`src/rtl/dcdl_code_if.sv`:
```
// dcdl_code_if
//   Bundles the control, target-handshake, phase-detector and code/thermometer
//   signals of the DCDL delay-code controller.
//   master : drives mode, freeze, tgt_vld, tgt_code, pd_up, pd_dn and observes the rest
//   slave  : the controller itself, driving tgt_ack, code, T/Tb, T_f/Tb_f, busy,
//            locked, at_min and at_max
interface dcdl_code_if #(
  parameter int COARSE_N = 16,
  parameter int FINE_N   = 8,
  parameter int CODE_W   = $clog2(COARSE_N*FINE_N+1)
);
  logic                mode;
  logic                freeze;
  logic                tgt_vld;
  logic [CODE_W-1:0]   tgt_code;
  logic                tgt_ack;
  logic                pd_up;
  logic                pd_dn;
  logic [CODE_W-1:0]   code;
  logic [COARSE_N-1:0] T;
  logic [COARSE_N-1:0] Tb;
  logic [FINE_N-1:0]   T_f;
  logic [FINE_N-1:0]   Tb_f;
  logic                busy;
  logic                locked;
  logic                at_min;
  logic                at_max;

  modport master (
    output mode, freeze, tgt_vld, tgt_code, pd_up, pd_dn,
    input  tgt_ack, code, T, Tb, T_f, Tb_f, busy, locked, at_min, at_max
  );

  modport slave (
    input  mode, freeze, tgt_vld, tgt_code, pd_up, pd_dn,
    output tgt_ack, code, T, Tb, T_f, Tb_f, busy, locked, at_min, at_max
  );
endinterface

```
`src/rtl/dcdl_code_ctrl.sv`:
```
// dcdl_code_ctrl
//   Delay-code controller for the coarse/fine DCDL chain of the DLL. Holds a
//   linear code (coarse_cnt*FINE_N + fine_cnt) and moves it by at most one LSB
//   per step, leaving SETTLE idle cycles after every step. Mode 0 slews toward
//   a captured target and acknowledges arrival; mode 1 follows the phase
//   detector and flags lock after LOCK_CNT direction reversals.
//   Ports:
//     clk   - controller clock
//     rst_n - synchronous reset, active low
//     bus   - dcdl_code_if slave: mode/freeze, tgt_vld/tgt_code/tgt_ack,
//             pd_up/pd_dn, code, T/Tb, T_f/Tb_f, busy, locked, at_min/at_max
module dcdl_code_ctrl #(
  parameter int COARSE_N = 16,
  parameter int FINE_N   = 8,
  parameter int CODE_W   = $clog2(COARSE_N*FINE_N+1),
  parameter int SETTLE   = 3,
  parameter int LOCK_CNT = 4,
  parameter int RST_CODE = 0
) (
  input logic        clk,
  input logic        rst_n,
  dcdl_code_if.slave bus
);

  localparam int CODE_MAX = COARSE_N * FINE_N;
  localparam int CW = $clog2(COARSE_N + 1);
  localparam int FW = (FINE_N > 1) ? $clog2(FINE_N) : 1;
  localparam int HW = (SETTLE > 1) ? $clog2(SETTLE) : 1;
  localparam int LW = $clog2(LOCK_CNT + 1);

  localparam logic [CODE_W-1:0] CODE_MAX_V = CODE_W'(CODE_MAX);
  localparam logic [CODE_W-1:0] RST_CODE_V = CODE_W'(RST_CODE);
  localparam logic [CW-1:0]     RST_COARSE = CW'(RST_CODE / FINE_N);
  localparam logic [FW-1:0]     RST_FINE   = FW'(RST_CODE % FINE_N);
  localparam logic [FW-1:0]     FINE_TOP   = FW'(FINE_N - 1);
  localparam logic [HW-1:0]     HOLD_LAST  = HW'(SETTLE - 1);
  localparam logic [LW-1:0]     LOCK_V     = LW'(LOCK_CNT);

  typedef enum logic [1:0] {IDLE, SLEW, HOLD} state_t;

  state_t              state;
  logic [HW-1:0]       hold_cnt;
  logic [CODE_W-1:0]   target;
  logic                cur_mode;
  logic [CW-1:0]       coarse_cnt;
  logic [FW-1:0]       fine_cnt;
  logic [CODE_W-1:0]   code_q;
  logic [COARSE_N-1:0] t_q;
  logic [COARSE_N-1:0] tb_q;
  logic [FINE_N-1:0]   tf_q;
  logic [FINE_N-1:0]   tbf_q;
  logic                busy_q;
  logic                locked_q;
  logic                ack_q;
  logic                at_min_q;
  logic                at_max_q;
  logic [LW-1:0]       lock_cnt;
  logic                last_up;
  logic                have_last;

  logic                dir_up;
  logic                limit_hit;
  logic                do_step;
  logic [CW-1:0]       nxt_coarse;
  logic [FW-1:0]       nxt_fine;
  logic [CODE_W-1:0]   nxt_code;
  logic [CODE_W-1:0]   tgt_sat;

  function automatic logic [COARSE_N-1:0] therm_c(input logic [CW-1:0] n);
    logic [COARSE_N-1:0] t;
    for (int i = 0; i < COARSE_N; i++) t[i] = (i < int'(n));
    return t;
  endfunction

  function automatic logic [FINE_N-1:0] therm_f(input logic [FW-1:0] n);
    logic [FINE_N-1:0] t;
    for (int i = 0; i < FINE_N; i++) t[i] = (i < int'(n));
    return t;
  endfunction

  // Step direction and the counter values one step away in that direction.
  // In SLEW the direction comes from the target, otherwise from pd_up; the
  // limit check uses the registered at_min/at_max flags so a step past
  // either end is simply dropped.
  always_comb begin
    dir_up     = (state == SLEW) ? (target > code_q) : bus.pd_up;
    nxt_coarse = coarse_cnt;
    nxt_fine   = fine_cnt;
    nxt_code   = code_q;
    if (dir_up) begin
      nxt_code = code_q + CODE_W'(1);
      if (fine_cnt == FINE_TOP) begin
        nxt_fine   = '0;
        nxt_coarse = coarse_cnt + CW'(1);
      end else begin
        nxt_fine = fine_cnt + FW'(1);
      end
    end else begin
      nxt_code = code_q - CODE_W'(1);
      if (fine_cnt == '0) begin
        nxt_fine   = FINE_TOP;
        nxt_coarse = coarse_cnt - CW'(1);
      end else begin
        nxt_fine = fine_cnt - FW'(1);
      end
    end
    limit_hit = dir_up ? at_max_q : at_min_q;
    tgt_sat   = (bus.tgt_code > CODE_MAX_V) ? CODE_MAX_V : bus.tgt_code;
    do_step   = !bus.freeze && !limit_hit &&
                ((state == SLEW) ||
                 ((state == IDLE) && bus.mode && (bus.pd_up ^ bus.pd_dn)));
  end

  // Controller FSM plus the registered code and thermometer outputs. freeze
  // blocks every state update; only the one-cycle ack is still cleared. The
  // mode is latched on leaving IDLE so a mid-flight mode change waits until
  // the FSM comes back to IDLE.
  always_ff @(posedge clk) begin
    if (!rst_n) begin
      state      <= IDLE;
      hold_cnt   <= '0;
      target     <= RST_CODE_V;
      cur_mode   <= 1'b0;
      coarse_cnt <= RST_COARSE;
      fine_cnt   <= RST_FINE;
      code_q     <= RST_CODE_V;
      t_q        <= therm_c(RST_COARSE);
      tb_q       <= ~therm_c(RST_COARSE);
      tf_q       <= therm_f(RST_FINE);
      tbf_q      <= ~therm_f(RST_FINE);
      busy_q     <= 1'b0;
      locked_q   <= 1'b0;
      ack_q      <= 1'b0;
      at_min_q   <= (RST_CODE_V == '0);
      at_max_q   <= (RST_CODE_V == CODE_MAX_V);
      lock_cnt   <= '0;
      last_up    <= 1'b0;
      have_last  <= 1'b0;
    end else begin
      ack_q <= 1'b0;
      if (do_step) begin
        coarse_cnt <= nxt_coarse;
        fine_cnt   <= nxt_fine;
        code_q     <= nxt_code;
        t_q        <= therm_c(nxt_coarse);
        tb_q       <= ~therm_c(nxt_coarse);
        tf_q       <= therm_f(nxt_fine);
        tbf_q      <= ~therm_f(nxt_fine);
        at_min_q   <= (nxt_code == '0);
        at_max_q   <= (nxt_code == CODE_MAX_V);
      end
      if (!bus.freeze) begin
        case (state)
          IDLE: begin
            cur_mode <= bus.mode;
            if (!bus.mode) begin
              lock_cnt  <= '0;
              locked_q  <= 1'b0;
              have_last <= 1'b0;
              if (bus.tgt_vld) begin
                target <= tgt_sat;
                if (tgt_sat == code_q) begin
                  ack_q <= 1'b1;
                end else begin
                  state  <= SLEW;
                  busy_q <= 1'b1;
                end
              end
            end else if (do_step) begin
              state     <= HOLD;
              busy_q    <= 1'b1;
              hold_cnt  <= '0;
              have_last <= 1'b1;
              last_up   <= bus.pd_up;
              // The first step after entering tracking has no predecessor,
              // so it neither counts as a reversal nor clears the count.
              if (have_last && (last_up != bus.pd_up)) begin
                if (lock_cnt < LOCK_V) lock_cnt <= lock_cnt + LW'(1);
                if (lock_cnt >= LOCK_V - LW'(1)) locked_q <= 1'b1;
              end else if (have_last) begin
                lock_cnt <= '0;
                locked_q <= 1'b0;
              end
            end
          end
          SLEW: begin
            state    <= HOLD;
            hold_cnt <= '0;
          end
          HOLD: begin
            if (hold_cnt == HOLD_LAST) begin
              hold_cnt <= '0;
              if (!cur_mode && (code_q != target)) begin
                state <= SLEW;
              end else begin
                state  <= IDLE;
                busy_q <= 1'b0;
                if (!cur_mode) ack_q <= 1'b1;
              end
            end else begin
              hold_cnt <= hold_cnt + HW'(1);
            end
          end
          default: state <= IDLE;
        endcase
      end
    end
  end

  assign bus.tgt_ack = ack_q;
  assign bus.code    = code_q;
  assign bus.T       = t_q;
  assign bus.Tb      = tb_q;
  assign bus.T_f     = tf_q;
  assign bus.Tb_f    = tbf_q;
  assign bus.busy    = busy_q;
  assign bus.locked  = locked_q;
  assign bus.at_min  = at_min_q;
  assign bus.at_max  = at_max_q;

endmodule

```
`src/flat_wrapper.sv`:
```
// flat-port wrapper written by rule: the top's interface ports become plain ports
module dcdl_code_ctrl_flat 
#(
  parameter int COARSE_N = 16,
  parameter int FINE_N   = 8,
  parameter int CODE_W   = $clog2(COARSE_N*FINE_N+1),
  parameter int SETTLE   = 3,
  parameter int LOCK_CNT = 4,
  parameter int RST_CODE = 0
)
  (clk, rst_n, bus_mode, bus_freeze, bus_tgt_vld, bus_tgt_code, bus_pd_up, bus_pd_dn, bus_tgt_ack, bus_code, bus_T, bus_Tb, bus_T_f, bus_Tb_f, bus_busy, bus_locked, bus_at_min, bus_at_max);
  dcdl_code_if #(.COARSE_N(COARSE_N), .FINE_N(FINE_N), .CODE_W(CODE_W)) bus_i ();
  input logic clk;
  input logic rst_n;
  input wire logic [$bits(bus_i.mode)-1:0] bus_mode;
  input wire logic [$bits(bus_i.freeze)-1:0] bus_freeze;
  input wire logic [$bits(bus_i.tgt_vld)-1:0] bus_tgt_vld;
  input wire logic [$bits(bus_i.tgt_code)-1:0] bus_tgt_code;
  input wire logic [$bits(bus_i.pd_up)-1:0] bus_pd_up;
  input wire logic [$bits(bus_i.pd_dn)-1:0] bus_pd_dn;
  output wire logic [$bits(bus_i.tgt_ack)-1:0] bus_tgt_ack;
  output wire logic [$bits(bus_i.code)-1:0] bus_code;
  output wire logic [$bits(bus_i.T)-1:0] bus_T;
  output wire logic [$bits(bus_i.Tb)-1:0] bus_Tb;
  output wire logic [$bits(bus_i.T_f)-1:0] bus_T_f;
  output wire logic [$bits(bus_i.Tb_f)-1:0] bus_Tb_f;
  output wire logic [$bits(bus_i.busy)-1:0] bus_busy;
  output wire logic [$bits(bus_i.locked)-1:0] bus_locked;
  output wire logic [$bits(bus_i.at_min)-1:0] bus_at_min;
  output wire logic [$bits(bus_i.at_max)-1:0] bus_at_max;
  assign bus_i.mode = bus_mode;
  assign bus_i.freeze = bus_freeze;
  assign bus_i.tgt_vld = bus_tgt_vld;
  assign bus_i.tgt_code = bus_tgt_code;
  assign bus_i.pd_up = bus_pd_up;
  assign bus_i.pd_dn = bus_pd_dn;
  assign bus_tgt_ack = bus_i.tgt_ack;
  assign bus_code = bus_i.code;
  assign bus_T = bus_i.T;
  assign bus_Tb = bus_i.Tb;
  assign bus_T_f = bus_i.T_f;
  assign bus_Tb_f = bus_i.Tb_f;
  assign bus_busy = bus_i.busy;
  assign bus_locked = bus_i.locked;
  assign bus_at_min = bus_i.at_min;
  assign bus_at_max = bus_i.at_max;
  dcdl_code_ctrl #(.COARSE_N(COARSE_N), .FINE_N(FINE_N), .CODE_W(CODE_W), .SETTLE(SETTLE), .LOCK_CNT(LOCK_CNT), .RST_CODE(RST_CODE)) u_core (.clk(clk), .rst_n(rst_n), .bus(bus_i));
endmodule
```
`config.mk`:
```
export PLATFORM = sky130hd
export DESIGN_NAME = dcdl_code_ctrl_flat
export DESIGN_NICKNAME = d
export VERILOG_FILES = /design/src/rtl/dcdl_code_if.sv /design/src/rtl/dcdl_code_ctrl.sv /design/src/flat_wrapper.sv
export SDC_FILE = /design/constraint.sdc
export NUM_CORES = 1
export LEC_CHECK = 0
export BUFFER_PORTS_ARGS = -buffer_cell sky130_fd_sc_hd__buf_4
export CAP_MARGIN = 15
export CELL_PAD_IN_SITES_DETAIL_PLACEMENT = 1
export CELL_PAD_IN_SITES_GLOBAL_PLACEMENT = 1
export CORE_MARGIN = 1
export CORE_UTILIZATION = 40
export CTS_BUF_LIST = sky130_fd_sc_hd__clkbuf_4 sky130_fd_sc_hd__clkbuf_8
export CTS_CLUSTER_SIZE = 8
export DETAILED_ROUTE_END_ITERATION = 16
export PLACE_DENSITY = 0.9
export SKIP_LAST_GASP = 1
export SYNTH_ARGS = -nofsm -noshare
export SYNTH_HDL_FRONTEND = slang
export SYNTH_SLANG_ARGS = --single-unit
```
`constraint.sdc`:
```
create_clock -name clk -period 3.28 [get_ports clk]
set_input_delay 0.164 -clock clk [delete_from_list [all_inputs] [get_ports clk]]
set_output_delay 0.164 -clock clk [all_outputs]
set_load 0.05 [all_outputs]
```
* Word-level counts from Yosys, hierarchy flattened
Index checks and enable logic that the tools add are counted.
** Operators by class
- Add/subtract/negate cells :: 8
- Multipliers :: 0
- Divide/modulo/power cells :: 0
- $lt $le $gt $ge :: 27
- Equal/unequal tests :: 19
- Shift-type cells :: 0
- Muxes and demuxes :: 46
- Bitwise gates (word level) :: 6
- Reductions and logical operators :: 25
** Operators with widths (number)
- 4-bit by 5-bit less-than comparator with 1-bit output (first input constant) :: 8
- 3-bit 2-to-1 mux :: 8
- 1-bit 2-to-1 mux :: 21
- 3-bit by 5-bit less-than comparator with 1-bit output (first input constant) :: 4
- 2-bit 2-to-1 mux :: 8
- 8-bit 2-to-1 mux :: 2
- 16-bit inverter :: 1
- 5-bit 2-to-1 mux :: 3
- 5-bit AND reduction :: 3
- 3-bit != test (second input constant) :: 4
- 2-bit one-hot mux with 3 select lines :: 2
- 4-bit AND reduction :: 3
- 1-bit by 5-bit less-than comparator with 1-bit output (first input constant) :: 2
- 2-bit by 5-bit less-than comparator with 1-bit output (first input constant) :: 2
- 3-bit less-than comparator (first input constant) :: 3
- 8-bit by 1-bit adder with 8-bit output (second input constant) :: 1
- 8-bit == test :: 1
- 8-bit == test (second input constant) :: 1
- 8-bit greater-than comparator :: 1
- 8-bit greater-than comparator (second input constant) :: 1
- 8-bit zero test :: 1
- 8-bit != test :: 1
- 7-bit inverter with 8-bit output :: 1
- 8-bit by 1-bit subtractor with 8-bit output (second input constant) :: 1
- 31 further kinds :: 48
** Storage, ports and cells
- Bits in registers :: 86
- Latch bits :: 0
- RAM bits :: 0
- Bits in read-only memories :: 0
- Input port bits :: 15
- Output and inout port bits :: 61
- Word-level logic and storage cells :: 150
- Memories kept :: 0

* Depth between registers and ports, before layout
- Word-level depth :: 9
- Mapped depth :: 16
- Depth with buffers taken out :: 16

* Worst setup path after synthesis
Ideal clock, no wire load.
- Kind :: register to register
- Start :: register u_core.code_q[1] (netlist: u_core.bus.code[1])
- End :: register u_core.at_min_q (netlist: u_core.bus.at_min)
- Library setup time :: 106 ps
- Data arrival time :: 3721 ps
- Data required time :: 3174 ps
- Slack :: -547 ps
- Cell stages (with the launch flop) :: 17
- Buffers on the path :: 0
- Cell sequence :: dfxtp_1 > inv_1 > ha_1 > nor2b_1 > o211ai_1 > a21o_1 > a21oi_4 > inv_6 > ha_1 > nor2b_1 > o21ai_0 > a21boi_0 > o21a_1 > nor2_1 > xnor2_1 > or3_1 > o311ai_0
** Between the ends
- Word-level cells in the longest chain between the ends :: 6
- Elaborated cells on any way between the ends :: 10
- Classes of those cells :: 2 x add/sub; 1 x order compare; 3 x mux; 4 x reduce/logical
** Ends and longest elaborated chain
- start: declaration :: line dcdl_code_ctrl.sv:47 : logic [CODE_W-1:0] code_q;
- start signal: assignment :: line dcdl_code_ctrl.sv:144 : code_q <= nxt_code;
- 8-bit greater-than comparator :: line dcdl_code_ctrl.sv:86 : dir_up = (state == SLEW) ? (target > code_q) : bus.pd_up;
- 1-bit 2-to-1 mux :: line dcdl_code_ctrl.sv:86
- 1-bit 2-to-1 mux :: line dcdl_code_ctrl.sv:107 : limit_hit = dir_up ? at_max_q : at_min_q;
- 1-bit zero test :: line dcdl_code_ctrl.sv:109 : do_step = !bus.freeze && !limit_hit &&
- 1-bit logical AND (2 in a row) :: line dcdl_code_ctrl.sv:109
- end signal: assignment :: line dcdl_code_ctrl.sv:134 : at_min_q <= (RST_CODE_V == '0);
- end signal: assignment :: line dcdl_code_ctrl.sv:149 : at_min_q <= (nxt_code == '0);
- end: declaration :: line dcdl_code_ctrl.sv:55 : logic at_min_q;
Several ways; a longest one is shown, not always the timed one.
A chain may end at the register's enable or synchronous reset.

* Worst setup path after layout
- Start :: register u_core.code_q[3] (netlist: u_core.bus.code[3])
- End :: register u_core.at_min_q (netlist: u_core.bus.at_min)
Same word-level chain as after synthesis.

==> summary.md <==
| Metric | Value |
|---|---|
| Largest cells by area after synthesis | dfxtp_1 (37%), ha_1 (6.5%), nand2_1 (4.8%) |
| CTS Sinks | 83 |
| Leak | 2.40 nW |
| TritonCTS Buffers | 9 |
| Slew @ Worst Pin | 0.661 ns |
| Path category of the worst min-delay check | in2reg |
| Ratio of total power to cell area | 602 nW/um^2 |
| Core Area | 10,800 sq um |
| Depth of the CTS H-tree | 3 |
| Maximum clock rate | 301 MHz |
| Max-slew violation count | 0 |
| Cell area after placement | 5180 sq um |
| Clock latency of the later-clocked register in the worst-skew pair | 0.38 ns |
| RSZ-0062 raised after global routing | yes |
| Sequential element share of the synthesized area | 37.3% |
| Count of maximum capacitance violations | 0 |
| Routed wire length | 14,600 microns |
| Number of rows created at floorplan | 38 |
| Register bit total from synthesis | 83 |
| Root Driver | clkbuf_8 |
| Result of the run | finished with violations |
| Effective utilization at floorplan | 41.0% |
| Net count after synthesis | 549 |
| DRT antenna net count | 0 |
| Worst Reg-to-Reg Cells | 16 |
| Maximum VDD drop | 450 uV |
| Endpoint required time on the critical path | 3.57 ns |
| Area share of the largest cell type after synthesis | 37.3% |
| Category of the most critical setup path | reg2reg |
| Per-cell routed wire length | 19.5 microns |
| Post-synthesis average cell area | 8.72 sq um |
| Clock slew at reported path FFs | 0.09 ns |
| End-of-flow core utilization | 53.3% |
| Crit path max-delay cell type | dfxtp_4 |
| Worst setup endpoint | u_core.bus.at_min |
| Clk pwr share | 22.4% |
| Post-layout worst setup margin | -0.0375 ns |
| First-pass detailed-route iteration total | 4 |
| Number of warnings printed during yosys synthesis | 0 |
| Count of input and output buffers | 73 |
| Via count of the first global-routing pass | 4,410 |
| Leading post-synthesis cells by instance count | dfxtp_1 (83), nand2_1 (57), nor2_1 (32) |
| Internal power | 2.05 mW |
| Antenna Diode Count | 0 |
| Final setup viols | 1 |
| Switching pwr | 1.43 mW |
| Number of antenna violations at the first check in global routing | 0 |
| Total global routing track utilization | 24.5% |
| Most common cell in the netlist | dfxtp_1 |
| Violations in the final reports | setup timing |
| CP Cell Sequence | inv_1 > ha_4 > nand4_1 > o21ai_2 > and2_4 > a21oi_4 > buf_4 > fa_2 > nor2b_4 > o21ai_2 > a21boi_2 > o21a_1 > nor2_2 > xnor2_2 > or3_4 > o311ai_4 |
| Flop2flop setup slack | -0.04 ns |
| Fraction of power spent switching nets | 40.9% |
| Post-synthesis async set-or-reset flop share | 0% |
| Final Total Pwr | 3.48 mW |
| Non-Filler Cell Area, Final | 5780 sq um |
| Slowest Stage Delay on Critical Path | 0.40 ns |
| Largest fanout of any net on the critical path | 6 |
| Unique cell type count in the Yosys netlist | 67 |
| Final GP Congestion | 0.892 |
| Area growth, synth to finish | 30.0% |
| Max-Slew Margin vs Limit | 55.6% |
| Max Buffers Root-to-Sink | 2 |
| Cell count after synthesis | 510 |
| Startpoint of the lowest-slack hold path | bus_freeze |
| Top-Level Pins | 76 |
| Die outline width | 107 microns |
| Top cell by count, worst path | o21ai_2 |
| Clk_skew | 0.0159 ns |
| Power share of the sequential group | 33.1% |
| Startpoint Class | flop |
| Die outline height | 107 microns |
| Launch point of the worst path | u_core.bus.code[3] |
| Post-synth EDFFs | 0 |
| Placed wire-length estimate | 9420 microns |
| Type of destination of the critical path | flop |
| Worst EP arrival | 3.61 ns |
| DRC violations left | 0 |
| Syn Std Cell Area | 4450 sq um |
| Global-route wire length before repair | 21,900 microns |
| Reg-to-reg critical path endpoint | u_core.bus.at_min |
| Vias per cell | 5.67 |
| Cell accounting for the most synthesized area | dfxtp_1 |
| Ratio of cells with drive above 1 in the final layout | 30.8% |
| Top FF cell, synth | dfxtp_1 |
| Total gr overflow | 0 |
| Source of the worst register-to-register timing path | u_core.bus.code[3] |
| Number of DRC markers after the initial detailed-route iteration | 193 |
| Maximum number of pins on one net before global-route repair | 64 |
| Hold Fails Final Rpt | 0 |
| Fraction of the cycle the final worst path needs | 101% |
| Net count of the finished layout | 642 |
| Logic gate share of total power | 44.5% |
| Overall via count from detail_route | 4,239 |
| Clock period minus final worst setup slack | 3.32 ns |
| Clock tree from TritonCTS | built |
| Die outline area | 11,500 sq um |
cell usage in the layout (no fill, tap or decap), drive strengths merged, types with 14 or more instances in the layout:
cell,instances
a21boi,14
o21ai,30
buf,113
nor2,32
inv,24
dfxtp,83
nand2,57
ha,23
xnor2,14
a21oi,30
worst min-delay path by stage:
| stage | to | slack (ns) | depth (start not counted) |
|---|---|---|---|
| final | u_core.bus.tgt_ack | 0.06 | 2 |
| after global routing | u_core.bus.tgt_ack | 0.04 | 2 |
| after CTS | u_core.bus.tgt_ack | 0.04 | 2 |
| after detailed placement | u_core.bus.tgt_ack | 0.43 | 2 |
| after global placement | u_core.bus.tgt_ack | 0.42 | 2 |
| after floorplan | u_core.last_up | 0.32 | 2 |
per-stage QoR:
step                hold slack [ns]  setup TNS, ns  instances  setup slack [ns]
global route                 0.0404         -0.323        748            -0.182
CTS                          0.0396              0        733           0.00811
floorplan                     0.320              0        510            0.0133
global placement              0.416              0        706            0.0920
finish                       0.0580        -0.0375        748           -0.0375
detailed placement            0.431          -1.09        706            -0.173
worst max-delay path, delay by kind of cell, from the launching register on:
kind / cells / cell delay [ns]
XOR/XNOR: 1 / 0.16
adder cells (fa/ha/maj): 2 / 0.67
AO/OA/AOI/OAI: 6 / 0.86
AND/OR/NAND/NOR: 5 / 0.87
flip-flops: 1 / 0.40
buffers and inverters: 2 / 0.24
area by class of cell:
class / instances / area [sq um]
clock buffer: 11 / 139
clock inverter: 5 / 61.3
multi-input combinational: 373 / 2770
tap: 140 / 175
sequential: 83 / 1690
timing repair buffer: 113 / 852
inverter: 23 / 98.8
fill: 1277 / 5060
metal layers:
layer	up-vias	wire length, microns	track usage, %
met5	-	0	0
met4	0	461	8.81
met3	40	721	6.48
met2	133	7530	44.3
met1	2076	5850	27.5
li1	1990	-	-
power groups by stage:
stage	Sequential, mW	Clock, mW	Combinational (mW)
3_5_place_dp	1.17	0	1.30
4_1_cts	1.15	0.791	1.38
3_3_place_gp	1.17	0	1.25
5_1_grt	1.16	0.844	1.64
2_1_floorplan	1.37	0	0.738
6_report	1.15	0.780	1.55
what timing repair did:
action / CTS / global route
resized for setup: 10 / 29
pin swaps: 15 / 21
endpoints found under the setup margin: 15 / 14
setup buffers: 11 / 15
hold buffers: 0 / 0
kinds of logic after synthesis:
family	Yosys count	synth area share [%]
and+or+nand+nor	171	19.2
AOI/OAI and AO/OA	144	22.4
DFF	83	37.3
buffers and inverters	54	5.40
adders and majority gates	24	6.92
xor gates and xnor gates	20	4.70
muxes	12	3.82
other	2	0.169
sequential cells by signal, summed over array words and instances (netlist names):
signal and cells:
u_core.bus.T 16, u_core.bus.Tb 16, u_core.bus.code 8, u_core.target 8, u_core.bus.T_f 7, u_core.bus.Tb_f 7, u_core.coarse_cnt 4, u_core.lock_cnt 3
u_core.fine_cnt 2, u_core.hold_cnt 2, u_core.state 2, u_core.bus.at_max 1, u_core.bus.at_min 1, u_core.bus.busy 1, u_core.bus.locked 1, u_core.bus.tgt_ack 1
u_core.cur_mode 1, u_core.have_last 1, u_core.last_up 1
No activity file was read; power rests on OpenSTA's default activity.
